<file path="src/rtl/fetch_stage.sv">
// IF stage and IF/ID pipeline register for the 5-stage MIPS core.
// Holds the PC, chooses the next PC from decode-stage redirect info
// (single delay slot, nothing squashed here), screens illegal fetches
// into nops and keeps saturating stall/fetch statistics.
module fetch_stage #(
  parameter logic [31:0] PC_RESET = 32'h0000_3000,
  parameter int          IM_WORDS = 1024
) (
  input  logic        clk,
  input  logic        reset,
  input  logic        pause,
  input  logic [1:0]  NPCsel_D,
  input  logic        cmp_D,
  input  logic [31:0] RS_D,
  input  logic [31:0] instr_F,
  output logic [31:0] PC_F,
  output logic [31:0] IR_D,
  output logic [31:0] PC_D,
  output logic [31:0] PC8_D,
  output logic        pc_err,
  output logic [31:0] stall_cnt,
  output logic [31:0] fetch_cnt
);

  localparam logic [31:0] IM_BYTES = 32'(4 * IM_WORDS);

  logic        [31:0] pc4_d;
  logic signed [31:0] br_off;
  logic        [31:0] npc;
  logic               fetch_ok;

  // Saturating increment for the statistics counters.
  function automatic logic [31:0] sat_inc(input logic [31:0] v);
    return (v == 32'hFFFF_FFFF) ? v : v + 32'd1;
  endfunction

  assign pc4_d  = PC_D + 32'd4;
  assign PC8_D  = PC_D + 32'd8;
  assign br_off = {{14{IR_D[15]}}, IR_D[15:0], 2'b00};

  // The range test uses the offset from PC_RESET so one unsigned compare
  // rejects addresses both below and above the instruction memory.
  assign fetch_ok = (PC_F[1:0] == 2'b00) && ((PC_F - PC_RESET) < IM_BYTES);

  // Next-PC select from the instruction currently in D.
  always_comb begin
    npc = PC_F + 32'd4;
    case (NPCsel_D)
      2'b01:   if (cmp_D) npc = pc4_d + $unsigned(br_off);
      2'b10:   npc = RS_D;
      2'b11:   npc = {pc4_d[31:28], IR_D[25:0], 2'b00};
      default: npc = PC_F + 32'd4;
    endcase
  end

  // F -> D boundary: PC advance, IF/ID capture, error flag and counters.
  always_ff @(posedge clk) begin
    if (reset) begin
      PC_F      <= PC_RESET;
      IR_D      <= 32'h0;
      PC_D      <= PC_RESET;
      pc_err    <= 1'b0;
      stall_cnt <= 32'h0;
      fetch_cnt <= 32'h0;
    end else if (pause) begin
      stall_cnt <= sat_inc(stall_cnt);
    end else begin
      PC_F      <= npc;
      PC_D      <= PC_F;
      IR_D      <= fetch_ok ? instr_F : 32'h0;
      if (!fetch_ok) pc_err <= 1'b1;
      fetch_cnt <= sat_inc(fetch_cnt);
    end
  end

endmodule

</file>
<file path="config.mk">
export PLATFORM = sky130hd
export DESIGN_NAME = fetch_stage
export DESIGN_NICKNAME = d
export VERILOG_FILES = /design/src/rtl/fetch_stage.sv
export SDC_FILE = /design/constraint.sdc
export NUM_CORES = 1
export LEC_CHECK = 0
export ABC_AREA = 1
export CAP_MARGIN = 25
export CORE_MARGIN = 3
export CORE_UTILIZATION = 51
export DETAILED_ROUTE_END_ITERATION = 6
export PLACE_DENSITY_LB_ADDON = 0.08
export RECOVER_POWER = 25
export SYNTH_ARGS = -nofsm -noshare
export SYNTH_HDL_FRONTEND = slang
export SYNTH_SLANG_ARGS = --single-unit
</file>
<file path="constraint.sdc">
create_clock -name clk -period 3.55 [get_ports clk]
set_clock_uncertainty 0.15 [all_clocks]
set_input_delay 0.5325 -clock clk [delete_from_list [all_inputs] [get_ports clk]]
set_output_delay 0.5325 -clock clk [all_outputs]
set_load 0.005 [all_outputs]
</file>
# Yosys cells after proc, flatten, opt, wreduce, memory -nomap -nowiden

Index checks and enable logic that the tools add are counted.

Register bits after elaboration: 161
Bits of input ports: 70
Output and inout bits: 193

Add/subtract/negate cells: 7
Magnitude comparators: 1
Eq/ne operators: 5
Mux-type cells: 3
Bitwise logic cells: 4
Reduce and logical (&&, ||, !) cells: 5

Operator list:

| operator                                                                        | number |
|---|---|
| 32-bit one-hot mux with 3 select lines                                          | 1 |
| 32-bit by 1-bit adder with 32-bit output (second input constant)                | 2 |
| 32-bit by 3-bit adder with 32-bit output (second input constant)                | 2 |
| 32-bit equality test (second input constant)                                    | 2 |
| 32-bit two-way mux                                                              | 2 |
| 32-bit adder                                                                    | 1 |
| 32-bit by 4-bit adder with 32-bit output (second input constant)                | 1 |
| 32-bit by 13-bit less-than comparator with 1-bit output (second input constant) | 1 |
| 32-bit by 14-bit subtractor with 32-bit output (second input constant)          | 1 |
| 2-bit AND reduction                                                             | 3 |
| 2-bit equality test (second input constant)                                     | 2 |
| 1-bit inverter                                                                  | 4 |
| 2-bit by 1-bit equality test with 1-bit output (second input constant)          | 1 |
| 2-bit zero test                                                                 | 1 |
| 1-bit logical AND                                                               | 1 |

# Longest topological paths before layout

Depth after elaboration: 5
Gate-level depth with buffers: 26

# Least setup slack after synthesis

Ideal clock, no wire load.

Kind: register to register
From: register PC_D[4]
To: register PC_F[31]
Arrival time: 2.887 ns
Data required time: 3.291 ns
Setup slack: 0.404 ns
Stages on the path, launching flop included: 24
Path buffers: 0
Path through: dfxtp_1 > ha_1 > nand3_2 > inv_1 > nand2_1 > nor2_2 > nand3_2 > nor2_2 > nand2_1 > xor2_1 > a21oi_1 > inv_1 > ha_1 > nand2_1 > nor2_1 > nand2_1 > nor4_1 > nand2_1 > nand2_1 > nand2_1 > nand3_1 > nand3_1 > nand2_1 > inv_1

Cells in the longest elaborated chain, start to end: 4

Ends and longest elaborated chain:

| item                                       | RTL line | text |
|---|---|---|
| start: declaration                         | 18       | `output logic [31:0] PC_D,` |
| start signal: assignment                   | 61       | `PC_D <= PC_RESET;` |
| start signal: assignment                   | 69       | `PC_D <= PC_F;` |
| 32-bit by 3-bit adder with 32-bit output * | 37       | `assign pc4_d = PC_D + 32'd4;` |
| 32-bit adder                               | 49       | `2'b01: if (cmp_D) npc = pc4_d + $unsigned(br_off);` |
| 32-bit two-way mux                         | 49       |  |
| 32-bit one-hot mux with 3 select lines *   | 48       | `case (NPCsel_D)` |
| end signal: assignment                     | 68       | `PC_F <= npc;` |
| end: declaration                           | 16       | `output logic [31:0] PC_F,` |

Mark *: on every way between the ends. The rest lies on a longest branch, timed or not.
A chain may end at the register's enable or synchronous reset.

# Final worst setup path

From: register PC_D[3]
To: register PC_F[24]

Cells in the longest elaborated chain, start to end: 4

Ends and longest elaborated chain:

| item                                     | RTL line |
|---|---|
| 32-bit by 3-bit adder with 32-bit output | 37 |
| 32-bit adder                             | 49 |
| 32-bit two-way mux                       | 49 |
| 32-bit one-hot mux with 3 select lines   | 48 |

Every way passes these cells.

==> impl_metrics.json <==
{
  "outcome": "complete, but fails checks",
  "failed_checks": "max-capacitance violations, max-slew violations",
  "htreeDepth": 4,
  "utilization": 0.689,
  "grt_pass1_vias": 13629,
  "synthCells": 1908,
  "setup_viol": 0,
  "synth_edf_count": 0,
  "vdd_drop_max_mv": 0.254,
  "r2r_start": "PC_D[3]",
  "cpPeakStageDelay_ns": 0.37,
  "combPwrFrac": 0.174,
  "synth_seq_cells": 161,
  "grt_max_degree": 71,
  "syn_area_sq_um": 12000,
  "fillCellCount": 2072,
  "hpwl_mm": 37.2,
  "cellLeakagePower_nw": 6.38,
  "endpoint_kind": "flip-flop",
  "hold_buffers": 0,
  "ys_seq_area_frac": 0.269,
  "clockPowerShare": 0.413,
  "crit_path_start": "PC_D[3]",
  "cts_made_buffers": 17,
  "synth_top_cell_by_area": "dfxtp_1",
  "grt-ovfl-total": 0,
  "hold_violations": 0,
  "antenna_found_initial": 0,
  "clk_pin_slew_worst_paths_ns": 0.07,
  "drive_gt1_frac": 0.0841,
  "slew_headroom": -0.00476,
  "path_cells": "ha_1 -> nand3_2 -> inv_1 -> nand2_1 -> inv_1 -> nand3_1 -> xnor2_1 -> mux2i_1 -> inv_1 -> ha_1 -> nand2_1 -> nand2_1 -> o21bai_1 -> a21oi_1 -> nand3_1 -> or2_2 -> nand3_1 -> nand3_1 -> nand2_1 -> inv_1",
  "maxSlewViolCount": 64,
  "die_h_um": 159,
  "drtIter0Drc": 1469,
  "clk_path_buf_depth": 2,
  "routedWlPerCell_um": 19.6,
  "viasPerCell": 5.79,
  "cts_num_sinks": 161,
  "min_period_ns": 3.39,
  "fin_area_sq_um": 15700,
  "required_ns": 3.73,
  "period_share": 0.955,
  "crit_path_start_kind": "flip-flop",
  "final_common_cell": "nand2_1",
  "setup_tns_ns": 0,
  "dpl_cell_area_sq_um": 15000,
  "p_int_mw": 3.29,
  "gp_congestion": 1.04,
  "io_buffers": 262,
  "max_cap_viol_count": 1,
  "final_cell_mix": "501 x nand2_1, 244 x clkdlybuf4s50_1, 225 x inv_1",
  "synth.avg_cell_area_sq_um": 6.28,
  "swShare": 0.309,
  "start_util": 0.525,
  "fin_nets": 2273,
  "drc_errors": 0,
  "ys_warn_count": 0,
  "switchingPower_mw": 1.47,
  "max_freq_ghz": 0.295,
  "dieArea_sq_um": 25400,
  "insertion_delay_ns": 0.44,
  "p_per_area_nw_per_um2": 302,
  "dr.pass1.iters": 6,
  "synth_area_leaders": "dfxtp_1 27%, nand2_1 16%, a21oi_1 7.5%",
  "yosysTopAreaCellShare": 0.269,
  "design.core.area_sq_um": 22800,
  "worst-slew-pin-transition_ns": 1.51,
  "fp-row-count": 55,
  "grt.total_usage": 0.369,
  "grt_pass1_wl_mm": 75.7,
  "ys_types": 58,
  "worst-path-buf-inv": 4,
  "num_vias": 14400,
  "hp-start": "IR_D[26]",
  "cts_tree": "yes",
  "drt_wl_total_mm": 48.7,
  "syn-num-nets": 2018,
  "area_growth_pct": 31.4,
  "path_class": "reg -> reg",
  "crit_fanout": 5,
  "synth_ff_type": "dfxtp_1",
  "path_delay_family": "simple AND/OR/NAND/NOR gates",
  "rsz0062_at_grt": "yes",
  "antenna_cells": 0,
  "ys_async_sr_fraction": 0,
  "antenna_left": 0,
  "pin_count": 263,
  "register_area_sq_um": 3230,
  "cts_root_buf": "clkbuf_16",
  "die_w_um": 159,
  "multi_input_area_sq_um": 7680,
  "crit_arrival_ns": 3.57,
  "hold_class": "reg -> reg",
  "p_seq_frac": 0.413,
  "slowest_stage": "dfxtp_2"
}
## power groups by stage
stage | registers, mW | logic [mW] | clock network (mW)
2_1_floorplan | 1.97 | 0.391 | 0
6_report | 1.97 | 0.829 | 1.97
3_5_place_dp | 2.00 | 0.800 | 0
4_1_cts | 1.96 | 0.805 | 1.96
3_3_place_gp | 2.00 | 0.795 | 0
5_1_grt | 1.97 | 0.889 | 2.04
## kinds of logic after synthesis
kind of cell,Yosys count,synth area share
flops,161,0.269
compound gates,329,0.153
mux,2,0.00167
fa+ha+maj,40,0.0424
xor+xnor,90,0.0658
simple gates,981,0.366
buf+inv,305,0.102
## flip-flops by register name, indices dropped and copies added, names as in the netlist
register / cells
IR_D: 32
PC_D: 32
PC_F: 32
fetch_cnt: 32
pc_err: 1
stall_cnt: 32
## metal layers
metal / track usage / vias to the layer above / share of wire
met3: 0.0723 / 170 / 0.091
met2: 0.615 / 826 / 0.47
met5: 0 / - / 0
li1: - / 6790 / -
met1: 0.464 / 6614 / 0.39
met4: 0.163 / 0 / 0.047
## synth_stat cells (all sizes together) (2+ instances only)
master / n
nand2: 516
inv: 235
a21oi: 183
nor2: 180
dfxtp: 161
nand3: 141
o21ai: 90
xor2: 64
nor3: 60
clkbuf: 40
nand4: 40
ha: 39
buf: 27
xnor2: 26
nor4: 23
a22o: 16
nand3b: 10
o211ai: 6
o21bai: 6
a211oi: 5
or2: 5
a31oi: 4
nor3b: 4
o2111ai: 4
a21o: 3
clkinv: 3
a221oi: 2
mux2i: 2
o21a: 2
o22ai: 2
o31ai: 2
## worst register-to-register path, stage by stage, from the launching register on
cell and delay, ns:
dfxtp_2 0.37, ha_1 0.20, nand3_2 0.09, inv_1 0.08
nand2_1 0.12, inv_1 0.14, nand3_1 0.11, xnor2_1 0.24
mux2i_1 0.10, inv_1 0.12, ha_1 0.29, nand2_1 0.08
nand2_1 0.07, o21bai_1 0.20, a21oi_1 0.22, nand3_1 0.15
or2_2 0.29, nand3_1 0.09, nand3_1 0.08, nand2_1 0.06
inv_1 0.04
## metrics by stage
stage	hold WS [ns]	cells	setup WS, ns	power [mW]
global route	0.334	2489	-0.0144	4.90
global placement	0.301	2456	-0.0562	2.80
detailed placement	0.306	2456	0.0376	2.80
CTS	0.317	2488	0.00921	4.73
finish	0.314	2489	0.160	4.76
floorplan	0.310	1908	0.404	2.36
## path summary, 6_finish.rpt
path / end / slack (ns) / depth (start not counted)
setup / recovery: PC_F[24] / 0.16 / 20
hold / removal: IR_D[26] / 0.31 / 2
setup reg to reg: PC_F[24] / 0.16 / 20
hold reg to reg: IR_D[26] / 0.31 / 2
## final cells by class
cell class	instances	share of cell area
clock buffer	18	0.0273
sequential	161	0.205
tap	313	0.0249
inverter	238	0.0569
clock inverter	14	0.0106
multi-input combinational	1442	0.488
timing repair buffer	303	0.187
## repair_timing
item / CTS / global route
setup endpoints to repair: 1 / 19
gates resized for setup: 1 / 44
buffers inserted: 0 / 1
endpoints found under the hold margin: 0 / 0
Power figures use the tool's default switching activity.
